File: src/rtl/pipe_stage_hs_if.sv
// Handshake bundle between a pipeline stage and its neighbours: upstream beat,
// downstream head, squash and occupancy.
interface pipe_stage_hs_if #(
  parameter int CTRL_W = 8,
  parameter int DATA_W = 64
);
  logic              flush;
  logic              in_valid;
  logic              in_ready;
  logic [CTRL_W-1:0] in_ctrl;
  logic [DATA_W-1:0] in_data;
  logic              out_valid;
  logic              out_ready;
  logic [CTRL_W-1:0] out_ctrl;
  logic [DATA_W-1:0] out_data;
  logic [1:0]        occupancy;

  modport slave (
    input  flush, in_valid, in_ctrl, in_data, out_ready,
    output in_ready, out_valid, out_ctrl, out_data, occupancy
  );

  modport master (
    output flush, in_valid, in_ctrl, in_data, out_ready,
    input  in_ready, out_valid, out_ctrl, out_data, occupancy
  );
endinterface

File: src/rtl/pipe_stage_hs.sv
// Pipeline-stage register with valid/ready back-pressure, flush squash and an
// optional skid entry that makes in_ready a flop.
//
//  state | meaning
//  EMPTY | no entry held, out_valid=0
//  ONE   | head in main register
//  TWO   | head in main, second beat in skid register, in_ready=0 (SKID=1 only)
module pipe_stage_hs #(
  parameter int CTRL_W = 8,
  parameter int DATA_W = 64,
  parameter bit SKID   = 1'b1
) (
  input  logic            clk_i,
  input  logic            rst_ni,
  pipe_stage_hs_if.slave  hs_io
);

  typedef enum logic [1:0] {
    EMPTY = 2'd0,
    ONE   = 2'd1,
    TWO   = 2'd2
  } state_e;

  state_e            state_q, state_d;
  logic [CTRL_W-1:0] main_ctrl_q, main_ctrl_d;
  logic [DATA_W-1:0] main_data_q, main_data_d;
  logic [CTRL_W-1:0] skid_ctrl_q, skid_ctrl_d;
  logic [DATA_W-1:0] skid_data_q, skid_data_d;
  logic              ready_q, ready_d;

  logic out_valid;
  logic in_ready;
  logic accept;
  logic pop;

  assign out_valid = (state_q != EMPTY);
  assign in_ready  = SKID ? ready_q : (!out_valid || hs_io.out_ready);
  assign accept    = hs_io.in_valid && in_ready;
  assign pop       = out_valid && hs_io.out_ready;

  assign hs_io.in_ready  = in_ready;
  assign hs_io.out_valid = out_valid;
  assign hs_io.out_ctrl  = out_valid ? main_ctrl_q : '0;
  assign hs_io.out_data  = main_data_q;
  assign hs_io.occupancy = state_q;

  always_ff @(posedge clk_i or negedge rst_ni) begin
    if (!rst_ni) begin
      state_q     <= EMPTY;
      main_ctrl_q <= '0;
      main_data_q <= '0;
      skid_ctrl_q <= '0;
      skid_data_q <= '0;
      ready_q     <= 1'b1;
    end else begin
      state_q     <= state_d;
      main_ctrl_q <= main_ctrl_d;
      main_data_q <= main_data_d;
      skid_ctrl_q <= skid_ctrl_d;
      skid_data_q <= skid_data_d;
      ready_q     <= ready_d;
    end
  end

  always_comb begin
    state_d     = state_q;
    main_ctrl_d = main_ctrl_q;
    main_data_d = main_data_q;
    skid_ctrl_d = skid_ctrl_q;
    skid_data_d = skid_data_q;

    unique case (state_q)
      EMPTY: begin
        if (accept) begin
          state_d     = ONE;
          main_ctrl_d = hs_io.in_ctrl;
          main_data_d = hs_io.in_data;
        end
      end
      ONE: begin
        if (accept && !pop && SKID) begin
          state_d     = TWO;
          skid_ctrl_d = hs_io.in_ctrl;
          skid_data_d = hs_io.in_data;
        end else if (accept && pop) begin
          main_ctrl_d = hs_io.in_ctrl;
          main_data_d = hs_io.in_data;
        end else if (pop) begin
          state_d = EMPTY;
        end
      end
      TWO: begin
        if (pop) begin
          state_d     = ONE;
          main_ctrl_d = skid_ctrl_q;
          main_data_d = skid_data_q;
        end
      end
      default: state_d = EMPTY;
    endcase

    // Squash keeps the registers untouched so out_data holds its last head.
    if (hs_io.flush) begin
      state_d     = EMPTY;
      main_ctrl_d = main_ctrl_q;
      main_data_d = main_data_q;
      skid_ctrl_d = skid_ctrl_q;
      skid_data_d = skid_data_q;
    end

    ready_d = (state_d != TWO);
  end

endmodule

File: src/flat_wrapper.sv
// flat-port wrapper written by rule: the top's interface ports become plain ports
module pipe_stage_hs_flat 
#(
  parameter int CTRL_W = 8,
  parameter int DATA_W = 64,
  parameter bit SKID   = 1'b1
)
  (clk_i, rst_ni, hs_io_flush, hs_io_in_valid, hs_io_in_ctrl, hs_io_in_data, hs_io_out_ready, hs_io_in_ready, hs_io_out_valid, hs_io_out_ctrl, hs_io_out_data, hs_io_occupancy);
  pipe_stage_hs_if #(.CTRL_W(CTRL_W), .DATA_W(DATA_W)) hs_io_i ();
  input  logic clk_i;
  input  logic rst_ni;
  input wire logic [$bits(hs_io_i.flush)-1:0] hs_io_flush;
  input wire logic [$bits(hs_io_i.in_valid)-1:0] hs_io_in_valid;
  input wire logic [$bits(hs_io_i.in_ctrl)-1:0] hs_io_in_ctrl;
  input wire logic [$bits(hs_io_i.in_data)-1:0] hs_io_in_data;
  input wire logic [$bits(hs_io_i.out_ready)-1:0] hs_io_out_ready;
  output wire logic [$bits(hs_io_i.in_ready)-1:0] hs_io_in_ready;
  output wire logic [$bits(hs_io_i.out_valid)-1:0] hs_io_out_valid;
  output wire logic [$bits(hs_io_i.out_ctrl)-1:0] hs_io_out_ctrl;
  output wire logic [$bits(hs_io_i.out_data)-1:0] hs_io_out_data;
  output wire logic [$bits(hs_io_i.occupancy)-1:0] hs_io_occupancy;
  assign hs_io_i.flush = hs_io_flush;
  assign hs_io_i.in_valid = hs_io_in_valid;
  assign hs_io_i.in_ctrl = hs_io_in_ctrl;
  assign hs_io_i.in_data = hs_io_in_data;
  assign hs_io_i.out_ready = hs_io_out_ready;
  assign hs_io_in_ready = hs_io_i.in_ready;
  assign hs_io_out_valid = hs_io_i.out_valid;
  assign hs_io_out_ctrl = hs_io_i.out_ctrl;
  assign hs_io_out_data = hs_io_i.out_data;
  assign hs_io_occupancy = hs_io_i.occupancy;
  pipe_stage_hs #(.CTRL_W(CTRL_W), .DATA_W(DATA_W), .SKID(SKID)) u_core (.clk_i(clk_i), .rst_ni(rst_ni), .hs_io(hs_io_i));
endmodule
File: config.mk
export PLATFORM = sky130hd
export DESIGN_NAME = pipe_stage_hs_flat
export DESIGN_NICKNAME = d
export VERILOG_FILES = /design/src/rtl/pipe_stage_hs_if.sv /design/src/rtl/pipe_stage_hs.sv /design/src/flat_wrapper.sv
export SDC_FILE = /design/constraint.sdc
export NUM_CORES = 1
export LEC_CHECK = 0
export ABC_AREA = 1
export BUFFER_PORTS_ARGS = -buffer_cell sky130_fd_sc_hd__buf_2
export CORE_ASPECT_RATIO = 0.75
export CORE_MARGIN = 1.5
export CORE_UTILIZATION = 59
export CTS_CLUSTER_SIZE = 25
export DETAILED_ROUTE_END_ITERATION = 8
export GPL_ROUTABILITY_DRIVEN = 0
export PLACE_DENSITY = 0.91
export SLEW_MARGIN = 20
export SYNTH_ARGS = -nofsm -noshare
export SYNTH_HDL_FRONTEND = slang
export SYNTH_SLANG_ARGS = --single-unit
File: constraint.sdc
create_clock -name clk_i -period 3.55 [get_ports clk_i]
set_input_delay 0 -clock clk_i [delete_from_list [all_inputs] [get_ports clk_i]]
set_output_delay 0 -clock clk_i [all_outputs]
set_load 0.005 [all_outputs]
After elaboration in Yosys (flattened, before gate mapping). Index checks and enable logic that the tools add are counted.

Multiplexer cells: 18. Equal/unequal tests: 7. Bitwise logic cells: 1. Reductions and logical operators: 10.

Operators by type and width (number): 64-bit two-way mux (4); 64-bit one-hot mux with 3 select lines (1); 8-bit two-way mux (5); 8-bit one-hot mux with 3 select lines (1); 2-bit two-way mux (6); 2-bit by 1-bit inequality test with 1-bit output (second input constant) (3); 2-bit one-hot mux with 3 select lines (1); 6-bit AND reduction (1); 1-bit logical AND (4); 2-bit inequality test (second input constant) (2); 3-bit AND reduction (1); 3-bit nonzero test (1); 2-bit by 1-bit equality test with 1-bit output (second input constant) (1); 2-bit equality test (second input constant) (1); 2-bit logical NOT (1); 2-bit nonzero test (1); 1-bit logical NOT (1); 1-bit inverter (1).

Output and inout bits: 76. Flip-flop bits (word level): 147. Word-level logic and storage cells: 42.

Longest topological paths before layout. Gate-level depths: netlist (run 1).

Depth after elaboration: 8. Depth in mapped cells: 8.

Least setup slack after synthesis (run 1). No wires, ideal clock.

Kind: reg2reg. Start point: register u_core.ready_q, in the netlist u_core.hs_io.in_ready. End point: register u_core.main_data_q[0], in the netlist u_core.hs_io.out_data[0]. Period minus slack after synthesis: 1.404 ns. Stages on the path, launching flop included: 7. Setup time: 0.116 ns. Arrival: 1.287 ns. Buffers on the path: 1. Required time: 3.434 ns. Setup slack: 2.146 ns. Path through: dfstp_2 -> nand2_1 -> a21oi_2 -> nand2_2 -> buf_2 -> nand2_1 -> nand2_1.

Word-level cells in the longest chain between the ends: 4.

Ends and longest elaborated chain: from (decl) (line pipe_stage_hs.sv:29) `logic ready_q, ready_d;`; from (signal assigned) (line pipe_stage_hs.sv:61) `ready_q <= ready_d;`; 1-bit logical AND (*) (line pipe_stage_hs.sv:38) `assign accept = hs_io.in_valid && in_ready;`; 1-bit logical AND, on equally long branches (line pipe_stage_hs.sv:81, pipe_stage_hs.sv:85); 2-bit inequality test (no line) or 2-bit by 1-bit inequality test with 1-bit output (tied branches); 6-bit AND reduction (no line) (*); to (signal assigned) (line pipe_stage_hs.sv:58) `main_data_q <= main_data_d;`; to (decl) (line pipe_stage_hs.sv:26) `logic [DATA_W-1:0] main_data_q, main_data_d;`.

Every way passes the cells marked *; elsewhere a longest branch is shown, timed or not. A chain may end at the register's enable or synchronous reset.

Worst setup path after layout (run 1).
Start point: register u_core.state_q[1], in the netlist u_core.hs_io.occupancy[1]. End point: register u_core.main_data_q[21], in the netlist u_core.hs_io.out_data[21].

Word-level cells in the longest chain between the ends: 6.

Ends and longest elaborated chain: from (decl) (line pipe_stage_hs.sv:24) `state_e state_q, state_d;`; from (signal assigned) (line pipe_stage_hs.sv:56) `state_q <= state_d;`; 2-bit nonzero test (line pipe_stage_hs.sv:36) `assign out_valid = (state_q != EMPTY);`; 1-bit logical AND (line pipe_stage_hs.sv:39) `assign pop = out_valid && hs_io.out_ready;`; 1-bit logical NOT (line pipe_stage_hs.sv:81) `if (accept && !pop && SKID) begin`; 1-bit logical AND (line pipe_stage_hs.sv:81); 2-bit inequality test (no line); 6-bit AND reduction (no line).

Several ways; a longest one is shown, not always the timed one.

==> flow_summary.toml, run 1 <==
[power]
p_leak_nw = 5.08
p_sw_share_pct = 29.3
peakVddDrop_mv = 0.340
pwr-share-clk_pct = 35.9
power_density_nw_per_um2 = 551
p_switching_mw = 1.45
comb_power_share_pct = 18.2
p_seq_share_pct = 45.8
p_int_mw = 3.50

[route]
vias = 6973
vias_per_cell = 5.59
route.detailed.wl_per_inst_um = 15.9
drc = 0
antenna_left = 0
drtIter0Drc = 1037
wl_um = 19800
dr.pass1.iters = 8

[sta]
tightest_slew_ns = 0.943
fmax_ghz = 0.413
hold_violations = 0
min_period_ns = 2.42
setup_viol = 0
finalCritPeriodShare_pct = 68.1
finClkSkew_ns = 0.00518
drv_slew = 0
rsz0062_at_grt = "false"
relSlewSlack_pct = 37.1
tns_ns = 0
whs_ns = 0.0511

[place]
numPortBuffers = 152
dp_hpwl_um = 10500

[synth]
synth_warnings = 0
ys.flop_type = "dfrtp_1"
synth-seq-cells = 147
ys_seq_area_share_pct = 53.5
synth_area_leader_cell = "dfrtp_1"
synthCells = 905
yosys.cell_count.top_type = "nand2_1"
async_flop_share_pct = 100
synth-edff-count = 0
syn_nets = 982
synthTopCellsByArea = "dfrtp_1 53%, nand2_1 24%, nand3_1 16%"
synth.top_cell.area_share_pct = 53.1
synth_area_um2 = 6880
syn_avg_cell_area_um2 = 7.60
synth.distinct_cells = 15
synth_commonest_cells = "442 x nand2_1, 216 x nand3_1, 146 x dfrtp_1"

[floorplan]
initial_utilization_pct = 61.7
die_h_um = 96.5
pin_count = 153
fp-row-count = 33
dieArea_um2 = 12300
core_area_um2 = 11100
die_x_um = 128

[worst_setup_path]
worstSetupEndpointType = "flop"
crit_path_max_fanout = 72
worstPathArrival_ns = 2.77
ff2ff_path_depth = 5
worstPathRequired_ns = 3.90
critPathKind = "reg -> reg"
critPathLaunchType = "flop"

[min_path]
min_path_type = "in -> reg"
hold_depth = 6

[global_route]
grt_first_pass_wirelength_um = 32600
track_usage_pct = 33.7
grt-ovfl-total = 0
grt_max_degree = 99
antenna_found_initial = 0
grt_pass1_vias = 6672

[clocking]
cts.reportedPaths.clkPinSlew_ns = 0.06
htreeDepth = 4
cts_tree = "done"
cts_root_buf = "clkbuf_16"
numCtsBuffers = 17
cts.path.max_buffers = 2
worstSkewPairLatency_ns = 0.41
cts.sinks = 147

[layout]
n_antenna_cell = 0
multiInputGateArea_um2 = 2860
synthToLayoutAreaGrowth_pct = 30.6
drive_above_1_share_pct = 18.7
fillers = 703
finalNetCount = 1172
regArea_um2 = 3680

[status]
status = "completed"

[flow_run]
drv_cap = 0
==> flip-flops by register name, indices dropped and copies added (netlist names) <==
register	flops
u_core.hs_io.out_data	64
u_core.skid_data_q	64
u_core.main_ctrl_q	8
u_core.skid_ctrl_q	8
u_core.hs_io.occupancy	2
u_core.hs_io.in_ready	1
==> layout by cell type (no fill, tap or decap), types with 6 or more instances in the layout <==
cell / synthesis / final
clkbuf_16: 0 / 17
nand3_1: 216 / 216
buf_2: 45 / 151
clkinvlp_4: 0 / 6
inv_1: 14 / 13
buf_4: 0 / 10
nor2_1: 12 / 11
dlygate4sd3_1: 0 / 74
dfrtp_1: 146 / 145
nand2_1: 442 / 440
==> power by group through the flow <==
| stage | combinational, mW | clock, mW | sequential [mW] |
|---|---|---|---|
| 6_report | 0.902 | 1.78 | 2.27 |
| 5_1_grt | 1.03 | 1.86 | 2.30 |
| 4_1_cts | 0.890 | 1.78 | 2.25 |
| 3_5_place_dp | 0.820 | 0 | 2.27 |
| 3_3_place_gp | 0.784 | 0 | 2.27 |
| 2_1_floorplan | 0.460 | 0 | 2.25 |
==> metal layers <==
layer | GRT usage [%] | wire length [um] | up-vias
met5 | 0 | 0 | -
met4 | 11.4 | 425 | 0
met3 | 5.34 | 1640 | 54
met2 | 58.3 | 9600 | 414
met1 | 44.1 | 8150 | 3238
li1 | - | - | 3267
==> cell type report <==
| type | count | share of cell area, % |
|---|---|---|
| clock buffers | 19 | 5.04 |
| clock inverters | 12 | 1.48 |
| inverters | 15 | 0.627 |
| multi-input cells | 676 | 31.8 |
| flip-flops and latches | 147 | 41.0 |
| well taps | 140 | 1.95 |
| repair buffers | 238 | 18.1 |
==> worst paths after layout <==
check                                                     start                               endpoint  slack (ns)
max                         u_core.hs_io.occupancy[1]$_DFF_PN0_  u_core.hs_io.out_data[21]$_DFFE_PN0P_        1.13
min                                             hs_io_out_ready    u_core.hs_io.occupancy[0]$_DFF_PN0_        0.05
max reg2reg                 u_core.hs_io.occupancy[1]$_DFF_PN0_  u_core.hs_io.out_data[21]$_DFFE_PN0P_        1.13
min reg2reg                u_core.hs_io.out_data[5]$_DFFE_PN0P_   u_core.hs_io.out_data[5]$_DFFE_PN0P_        0.47
max in group asynchronous                                rst_ni     u_core.skid_data_q[27]$_DFFE_PN0P_        2.35
min in group asynchronous                                rst_ni  u_core.hs_io.out_data[21]$_DFFE_PN0P_        0.23
==> stage by stage <==
| stage | instances | setup WS [ns] | power [mW] | utilization, % | area, um^2 |
|---|---|---|---|---|---|
| finish | 1247 | 1.13 | 4.95 | 80.5 | 8980 |
| global route | 1247 | 0.951 | 5.18 | 80.5 | 8980 |
| CTS | 1247 | 1.17 | 4.92 | 80.5 | 8980 |
| detailed placement | 1142 | 1.17 | 3.09 | 68.6 | 7650 |
| global placement | 1142 | 1.24 | 3.05 | 68.6 | 7650 |
| floorplan | 905 | 2.15 | 2.71 | - | 6880 |
==> kinds of logic after synthesis <==
group / Yosys count / synth area share (%)
compound gates: 2 / 0.200
buf+inv: 82 / 5.29
flops: 147 / 53.5
simple gates: 674 / 41.0
==> repair_timing <==
| item | CTS | global route |
|---|---|---|
| resized for setup | 0 | 0 |
| buffers inserted | 0 | 0 |
| hold endpoints to repair | 236 | 0 |
| hold buffers | 74 | 0 |
==> critical path, stage by stage (launching register included) <==
cell	delay (ns)
dfrtp_2	0.98
inv_2	0.15
a21oi_4	0.20
buf_4	0.63
nand3_1	0.24
nand2_1	0.12
Note: power is estimated with default switching activity, not from simulation.
==> run 2: changes to the inputs <==
Settings changed: CORE_UTILIZATION 59 to 49, PLACE_DENSITY 0.91 to 0.81.
Clock period 3.55 ns to 1.9 ns, I/O delays scaled along.
==> run 2 against run 1 <==
The flow now finishes with violations (DRC). Core utilization fell by 14 points. First-iteration DRC count decreased by 44%. Non-clock buffer count rose by 16. Clock power increased by 80%. Worst hold slack improved by 0.077 ns. Design area grew 1.6%. Largest cell class unchanged. Via count shrank 0.50%. Sequential share of layout area is 0.66 points lower. Global-route usage decreased by 5.9 points. Critical path depth shrank 1. Power up 85%.
==> flow_summary.toml, run 2 (same netlist as run 1, synthesis figures left out) <==
[sta]
tns_ns = 0
finClkSkew_ns = 0.0138
rsz0062_at_grt = "false"
min_period_ns = 1.77
drv_slew = 0
setup_viol = 0
fmax_ghz = 0.564
finalCritPeriodShare_pct = 93.4
relSlewSlack_pct = 56.7
worst_slack_ns = 0.126
tightest_slew_ns = 0.650
hold_violations = 0

[power]
p_leak_nw = 5.15
power_density_nw_per_um2 = 1000
p_sw_share_pct = 31.3
p_int_mw = 6.28
p_seq_share_pct = 46.2
comb_power_share_pct = 18.7
p_switching_mw = 2.86
peakVddDrop_mv = 0.832
pwr-share-clk_pct = 35.0

[global_route]
grt_pass1_vias = 6514
grt_max_degree = 69
track_usage_pct = 27.8
grt-ovfl-total = 0
antenna_found_initial = 0
grt_first_pass_wirelength_um = 32500

[flow_run]
drv_cap = 0

[clocking]
cts_tree = "done"
htreeDepth = 4
postCtsSetupBuffers = 0
cts.reportedPaths.clkPinSlew_ns = 0.07
post_cts_resized = 0
cts.path.max_buffers = 2
worstSkewPairLatency_ns = 0.42
cts_root_buf = "clkbuf_16"
cts.sinks = 147
numCtsBuffers = 17

[worst_setup_path]
cp_cell_sequence = "inv_2, buf_4, nand2_1, buf_2"
cp_top_family = "buffers and inverters"
r2r_end = "u_core.hs_io.out_data[7]$_DFFE_PN0P_"
critPathSlowestCell = "dfrtp_1"
worstPathArrival_ns = 1.77
critPathKind = "reg -> out"
worstPathRequired_ns = 1.90
ff2ff_path_depth = 7
critPathBufInv = 3
critPathMaxStageDelay_ns = 0.44
critPathLaunchType = "flop"
r2r_slack_ns = 0.25
worstSetupEndpointType = "output pin"
rr_startpoint = "u_core.hs_io.occupancy[0]$_DFF_PN0_"
crit_path_max_fanout = 45

[route]
dr.pass1.iters = 7
drc = 15
vias = 6938
antenna_left = 0
route.detailed.wl_per_inst_um = 15.4
wl_um = 20000
vias_per_cell = 5.34
drtIter0Drc = 580

[layout]
n_antenna_cell = 0
finalNetCount = 1188
drive_above_1_share_pct = 19.8
final_cell_mix = "440 x nand2_1, 216 x nand3_1, 151 x buf_2"
final_common_cell = "nand2_1"
synthToLayoutAreaGrowth_pct = 32.7

[floorplan]
dieArea_um2 = 14800
core_area_um2 = 13700
initial_utilization_pct = 50.2
die_x_um = 140
die_h_um = 106
pin_count = 153
fp-row-count = 37

[place]
dp_hpwl_um = 12200
place_ws_ns = 0.285
numPortBuffers = 152

[min_path]
hold_depth = 6
holdPathEnd = "u_core.hs_io.occupancy[0]$_DFF_PN0_"
min_path_type = "in -> reg"
worstHoldStart = "hs_io_in_valid"

[status]
violations = "DRC"
status = "complete, but fails checks"
==> run 2: cell count changes in the layout (fill, tap and decap cells not counted), sizes merged <==
cell | before | now
buf | 164 | 179
bufinv | 2 | 0
clkbuf | 19 | 17
clkinv | 3 | 4
clkinvlp | 6 | 4
dlygate4sd3 | 74 | 75
inv | 16 | 22
==> run 2: per-layer routing <==
layer | GRT usage, % | wire, um | vias up
met3 | 5.63 | 1840 | 29
met5 | 0 | 0 | -
met4 | 9.02 | 349 | 0
li1 | - | - | 3301
met2 | 44.0 | 9240 | 355
met1 | 38.6 | 8540 | 3253
==> run 2: worst register-to-register path, stage by stage (launching register included) <==
cell and delay (ns):
dfrtp_1 0.45, inv_2 0.09, nand2_2 0.27, buf_4 0.37, nand2_1 0.09, nand2_1 0.07
nand3_1 0.08, nand2_1 0.16
==> run 2: timing repair <==
item / CTS / global route
setup endpoints to repair: 0 / 0
hold endpoints to repair: 208 / 0
hold buffers: 75 / 0
==> run 2: power groups by stage <==
stage               sequential [mW]  combinational, mW  clock, mW
floorplan                      4.21              0.860          0
global placement               4.24               1.52          0
detailed placement             4.26               1.58          0
CTS                            4.21               1.71       3.24
global route                   4.30               1.95       3.37
finish                         4.23               1.71       3.20
==> run 2: worst max-delay path by stage <==
stage | slack, ns | end | cells after the start | start
5_1_grt | 0.06 | hs_io_out_valid | 4 | u_core.hs_io.occupancy[0]$_DFF_PN0_
2_1_floorplan | 0.50 | u_core.hs_io.out_data[0]$_DFFE_PN0P_ | 6 | u_core.hs_io.in_ready$_DFF_PN1_
6_report | 0.13 | hs_io_out_valid | 4 | u_core.hs_io.occupancy[0]$_DFF_PN0_
3_5_place_dp | 0.29 | u_core.skid_data_q[13]$_DFFE_PN0P_ | 6 | u_core.hs_io.in_ready$_DFF_PN1_
4_1_cts | 0.12 | hs_io_out_valid | 4 | u_core.hs_io.occupancy[0]$_DFF_PN0_
3_3_place_gp | 0.35 | u_core.hs_io.occupancy[0]$_DFF_PN0_ | 7 | u_core.hs_io.occupancy[0]$_DFF_PN0_
==> run 2: cell type report <==
class | count | area [um^2]
multi-input cells | 676 | 2860
inverters | 15 | 56.3
clock buffers | 17 | 425
flip-flops and latches | 147 | 3680
well taps | 175 | 219
clock inverters | 15 | 141
repair buffers | 254 | 1750
fillers | 1119 | 4580
==> run 2: stage by stage <==
| stage | instance area, um^2 | utilization, % | instances | power [mW] | hold slack (ns) |
|---|---|---|---|---|---|
| floorplan | 6880 | - | 905 | 5.07 | -0.296 |
| global placement | 7810 | 57.0 | 1192 | 5.75 | 0.0414 |
| detailed placement | 7810 | 57.0 | 1192 | 5.83 | 0.0443 |
| CTS | 9130 | 66.6 | 1299 | 9.16 | 0.112 |
| global route | 9130 | 66.6 | 1299 | 9.62 | 0.188 |
| finish | 9130 | 66.6 | 1299 | 9.14 | 0.128 |
